**src/rtl/vx_fpu_req_buf.sv**
```systemverilog
// rtl/vx_fpu_req_buf.sv - round-robin multi-channel FPU request buffer with tagged FWFT FIFO output
// Optional cycle counters are enabled with FPU_REQ_BUF_PERF_EN.
module vx_fpu_req_buf #(
    parameter int NUM_REQS      = 2,
    parameter int DEPTH         = 4,
    parameter int NW_BITS       = 2,
    parameter int NUM_THREADS   = 4,
    parameter int INST_FPU_BITS = 4,
    parameter int INST_MOD_BITS = 3,
    parameter int NR_BITS       = 5,
    localparam int DATAW = NW_BITS + NUM_THREADS + 32 + INST_FPU_BITS + INST_MOD_BITS
                         + 3 * NUM_THREADS * 32 + NR_BITS + 1,
    localparam int TAGW  = (NUM_REQS > 1) ? $clog2(NUM_REQS) : 1
) (
    input  logic                      clk,
    input  logic                      reset_n,
    input  logic [NUM_REQS-1:0]       in_valid,
    input  logic [NUM_REQS*DATAW-1:0] in_data,
    output logic [NUM_REQS-1:0]       in_ready,
    output logic                      out_valid,
    output logic [DATAW-1:0]          out_data,
    output logic [TAGW-1:0]           out_tag,
    input  logic                      out_ready
`ifdef FPU_REQ_BUF_PERF_EN
    ,
    output logic [31:0]               perf_stall_cycles,
    output logic [31:0]               perf_full_cycles
`endif
);

    localparam int AW = $clog2(DEPTH);
    localparam int CW = AW + 1;

    logic [AW-1:0]         wr_ptr_q, wr_ptr_d;
    logic [AW-1:0]         rd_ptr_q, rd_ptr_d;
    logic [CW-1:0]         count_q, count_d;
    logic [TAGW-1:0]       rr_ptr_q, rr_ptr_d;
    logic [TAGW+DATAW-1:0] mem_q [DEPTH];
    logic [TAGW+DATAW-1:0] head;

    logic                  pop;
    logic                  can_push;
    logic                  push;
    logic                  found;
    logic [NUM_REQS-1:0]   grant;
    logic [TAGW-1:0]       grant_idx;
    logic [TAGW-1:0]       arb_sel;
    int                    arb_idx;

    assign out_valid = (count_q != '0);
    assign pop       = out_valid & out_ready;
    assign can_push  = (count_q < CW'(DEPTH)) | pop;

    // Scan channels starting at rr_ptr; first valid one wins.
    always_comb begin
        grant     = '0;
        grant_idx = '0;
        found     = 1'b0;
        arb_idx   = 0;
        arb_sel   = '0;
        if (NUM_REQS == 1) begin
            grant[0] = can_push;
        end else if (can_push) begin
            for (int i = 0; i < NUM_REQS; i++) begin
                arb_idx = int'(rr_ptr_q) + i;
                if (arb_idx >= NUM_REQS) begin
                    arb_idx = arb_idx - NUM_REQS;
                end
                arb_sel = TAGW'(arb_idx);
                if (!found && in_valid[arb_sel]) begin
                    found          = 1'b1;
                    grant[arb_sel] = 1'b1;
                    grant_idx      = arb_sel;
                end
            end
        end
    end

    // Reset gates the grant so no channel is accepted while reset_n is low.
    assign in_ready = grant & {NUM_REQS{reset_n}};
    assign push     = |(in_valid & in_ready);

    always_comb begin
        wr_ptr_d = wr_ptr_q;
        rd_ptr_d = rd_ptr_q;
        count_d  = count_q;
        rr_ptr_d = rr_ptr_q;
        if (push) begin
            wr_ptr_d = wr_ptr_q + AW'(1);
            rr_ptr_d = (grant_idx == TAGW'(NUM_REQS - 1)) ? '0 : grant_idx + TAGW'(1);
        end
        if (pop) begin
            rd_ptr_d = rd_ptr_q + AW'(1);
        end
        case ({push, pop})
            2'b10:   count_d = count_q + CW'(1);
            2'b01:   count_d = count_q - CW'(1);
            default: count_d = count_q;
        endcase
    end

    always_ff @(posedge clk or negedge reset_n) begin
        if (!reset_n) begin
            wr_ptr_q <= '0;
            rd_ptr_q <= '0;
            count_q  <= '0;
            rr_ptr_q <= '0;
        end else begin
            wr_ptr_q <= wr_ptr_d;
            rd_ptr_q <= rd_ptr_d;
            count_q  <= count_d;
            rr_ptr_q <= rr_ptr_d;
        end
    end

    always_ff @(posedge clk) begin
        if (push) begin
            mem_q[wr_ptr_q] <= {grant_idx, in_data[int'(grant_idx) * DATAW +: DATAW]};
        end
    end

    assign head     = mem_q[rd_ptr_q];
    assign out_data = head[DATAW-1:0];
    assign out_tag  = (NUM_REQS == 1) ? '0 : (out_valid ? head[TAGW+DATAW-1:DATAW] : '0);

`ifdef FPU_REQ_BUF_PERF_EN
    logic [31:0] stall_q, stall_d;
    logic [31:0] full_q, full_d;

    always_comb begin
        stall_d = stall_q + ((|in_valid && !push) ? 32'd1 : 32'd0);
        full_d  = full_q + ((count_q == CW'(DEPTH)) ? 32'd1 : 32'd0);
    end

    always_ff @(posedge clk or negedge reset_n) begin
        if (!reset_n) begin
            stall_q <= '0;
            full_q  <= '0;
        end else begin
            stall_q <= stall_d;
            full_q  <= full_d;
        end
    end

    assign perf_stall_cycles = stall_q;
    assign perf_full_cycles  = full_q;
`endif

endmodule

```
**config.mk**
```make
export PLATFORM = sky130hd
export DESIGN_NAME = vx_fpu_req_buf
export DESIGN_NICKNAME = d
export VERILOG_FILES = /design/src/rtl/vx_fpu_req_buf.sv
export SDC_FILE = /design/constraint.sdc
export NUM_CORES = 1
export LEC_CHECK = 0
export BUFFER_PORTS_ARGS = -buffer_cell sky130_fd_sc_hd__buf_4
export CAP_MARGIN = 10
export CORE_AREA = 2 2 505 507
export DETAILED_ROUTE_END_ITERATION = 8
export DIE_AREA = 0 0 507 509
export PLACE_DENSITY = 0.49
export RECOVER_POWER = 25
export SLEW_MARGIN = 20
export SYNTH_ARGS = -nofsm -noshare
export SYNTH_HDL_FRONTEND = slang
export SYNTH_SLANG_ARGS = --single-unit
```
**constraint.sdc**
```tcl
create_clock -name clk -period 30.9 [get_ports clk]
set_input_delay 4.635 -clock clk [delete_from_list [all_inputs] [get_ports clk]]
set_output_delay 4.635 -clock clk [all_outputs]
set_load 0.05 [all_outputs]
```
==> results.md <==
* Status: finished, violations left
* Failing checks: max-capacitance violations, max-slew violations
* # Max-Cap Violations at 16
* Crit share post-route at 48.3%
* Clock sink total at 1752
* Vias in the first global route at 36000
* Worst VDD drop at 72.1 uV
* EDFF count, synth at 1744
* Synth async-reset ratio at 0.457%
* DP Cell Count at 7400
* H-tree depth at 4
* Post-Syn Area at 0.0705 sq mm
* Worst-path clk slew at 0.06 ns
* Lkg Pwr at 31.2 nW
* Hold Path Class: flop to flop
* Slew headroom at -422%
* CTS buffer count at 184
* Post-CTS sizing at 0
* DR vias/cell at 4.45
* Slew @ Worst Pin at 7.83 ns
* Required time of the critical path at 31.34 ns
* Post-synthesis cell count at 2808
* Sequential fraction of the synthesis area at 74.6%
* Drt pass-1 iters at 5
* Crit-path max FO at 114
* Synth Flop Type: edfxtp_1
* Syn Area/Cell at 25.1 sq um
* Vias at 34600
* Yosys cell types at 27
* Drt wl/cell at 25.1 um
* Chip Width at 507 um
* Total GRT Usage at 14.5%
* Synth top area cells: edfxtp_1, mux4_2, mux2_4
* Setup violations, final at 0
* Mapped Nets at 3689
* Synthesis-stage register bit count at 1752
* Dpl hpwl at 135000 um
* Most frequent cells in the layout: edfxtp_1, buf_4, mux4_2
* DRC at 0
* Fin area at 0.0894 sq mm
* Pin count of the biggest net entering global routing at 115
* TNS Setup at 0 ns
* # IOs at 1314
* Synth area leader: edfxtp_1
* Layout Cells excl Fill at 7760
* Crit Path Category: input port to flop
* Pwr/cell area at 103 mW/mm^2
* Final Hold Vio Count at 0
* Kind of start point of the critical path: input port
* Yosys Warn Count at 0
* Worst EP arrival at 15.37 ns
* Highest clock rate at 67.0 MHz
* CTS root buf: clkbuf_16
* RSZ-0062 raised after global routing: no
* Max Slew Vio Count at 799
* Final Skew at 0.0422 ns
* Placed cell area at 0.0837 sq mm
* Total gr overflow at 0
* Layout cell share with drive strength beyond 1 at 54.5%
* Initial DRC Count at 2324
* Clk_lat worst skew at 0.82 ns
* Core ar. at 0.253 sq mm
* Number of routed nets with antenna violations at 0
* IO buf count at 1313
* Post-CTS Hold Fix Bufs at 0
* Post-layout nets at 5101
* Initial Util at 27.9%
* Die height at 509 um
* Setup bufs post-CTS at 0
* Row Count at 185
* CTS tree: yes
* Initial antenna violation count at 26
* Crit path time final at 14.92 ns
* First-pass GRT wire length at 267000 um
* Most common cell after layout, fill and taps aside: edfxtp_1
* Total Die Area at 0.258 sq mm
* Yosys top cell area share at 74.3%
* Area delta synth->final at 26.9%
* Routed wire length at 195000 um
* Placer Congestion at 0.833
* Crit. End Element: flop
* CTS max path bufs at 3
[where the power goes]
group,switching (mW),leakage [nW],total (mW),internal [mW]
combinational,2.52,12.3,3.78,1.26
clock,0.934,2.96,2.23,1.30
sequential,0.0897,16.0,3.17,3.08
[routing by layer]
layer	wire length, um	GRT usage (%)	share of wire (%)
met4	7630	5.99	3.9
met1	77400	17.7	40
met5	92	0	0.047
met2	94500	23.7	48
met3	15300	4.57	7.8
[layout make-up]
type	instances	area [sq um]
multi-input combinational	903	16100
clock inverter	110	1320
timing repair buffer	1373	10300
fill	23900	163000
inverter	6	22.5
clock buffer	232	4850
antenna	18	45.0
tap	3366	4210
sequential	1752	52600
[worst max-delay path, cell delays in order]
cell	delay [ns]
clkbuf_1	0.51
o211a_1	0.39
and2_0	1.92
clkbuf_1	5.39
buf_4	1.21
buf_4	0.80
[worst paths after layout]
kind | start | end | slack (ns) | cells after the start
setup / recovery | reset_n | mem_q[1][382] | 15.98 | 6
hold / removal | count_q[0] | count_q[0] | 0.53 | 1
setup reg to reg | count_q[2] | mem_q[1][382] | 19.82 | 6
hold reg to reg | count_q[0] | count_q[0] | 0.53 | 1
max in group asynchronous | reset_n | rd_ptr_q[1] | 26.56 | 1
min in group asynchronous | reset_n | wr_ptr_q[0] | 3.83 | 1
[cell usage after synthesis, drive strengths merged (2+ instances only)]
master,count
ha,5
xnor2,3
inv,6
buf,143
edfxtp,1744
clkbuf,4
xor2,3
and2,6
dfrtp,8
mux2,436
nand2b,2
mux4,436
nand2,3
[registers in the layout, summed over array words and instances, names as in the netlist]
register	count
rr_ptr_q	1
wr_ptr_q	2
mem_q	1744
rd_ptr_q	2
count_q	3
[logic make-up (layout without fill, tap and decap cells)]
kind of cell / count (synthesis) / count (layout) / share of synthesized area, %
compound gates: 4 / 4 / 0.0462
xor+xnor: 6 / 6 / 0.0746
fa+ha+maj: 6 / 6 / 0.117
buf+inv: 153 / 1721 / 1.99
flops: 1752 / 1752 / 74.6
mux: 872 / 872 / 23.0
other cells: 0 / 18 / 0
simple gates: 15 / 15 / 0.123
[stage by stage]
stage / total power, mW / hold slack [ns] / utilization, % / worst slack (ns)
2_1_floorplan: 6.00 / 0.479 / - / 15.16
3_3_place_gp: 7.08 / 0.525 / 33.1 / 20.33
3_5_place_dp: 7.10 / 0.522 / 33.1 / 20.36
4_1_cts: 9.36 / 0.535 / 35.5 / 20.36
5_1_grt: 9.54 / 0.550 / 35.4 / 14.91
6_report: 9.18 / 0.526 / 35.4 / 15.98
(Power assumes the default switching activity.)
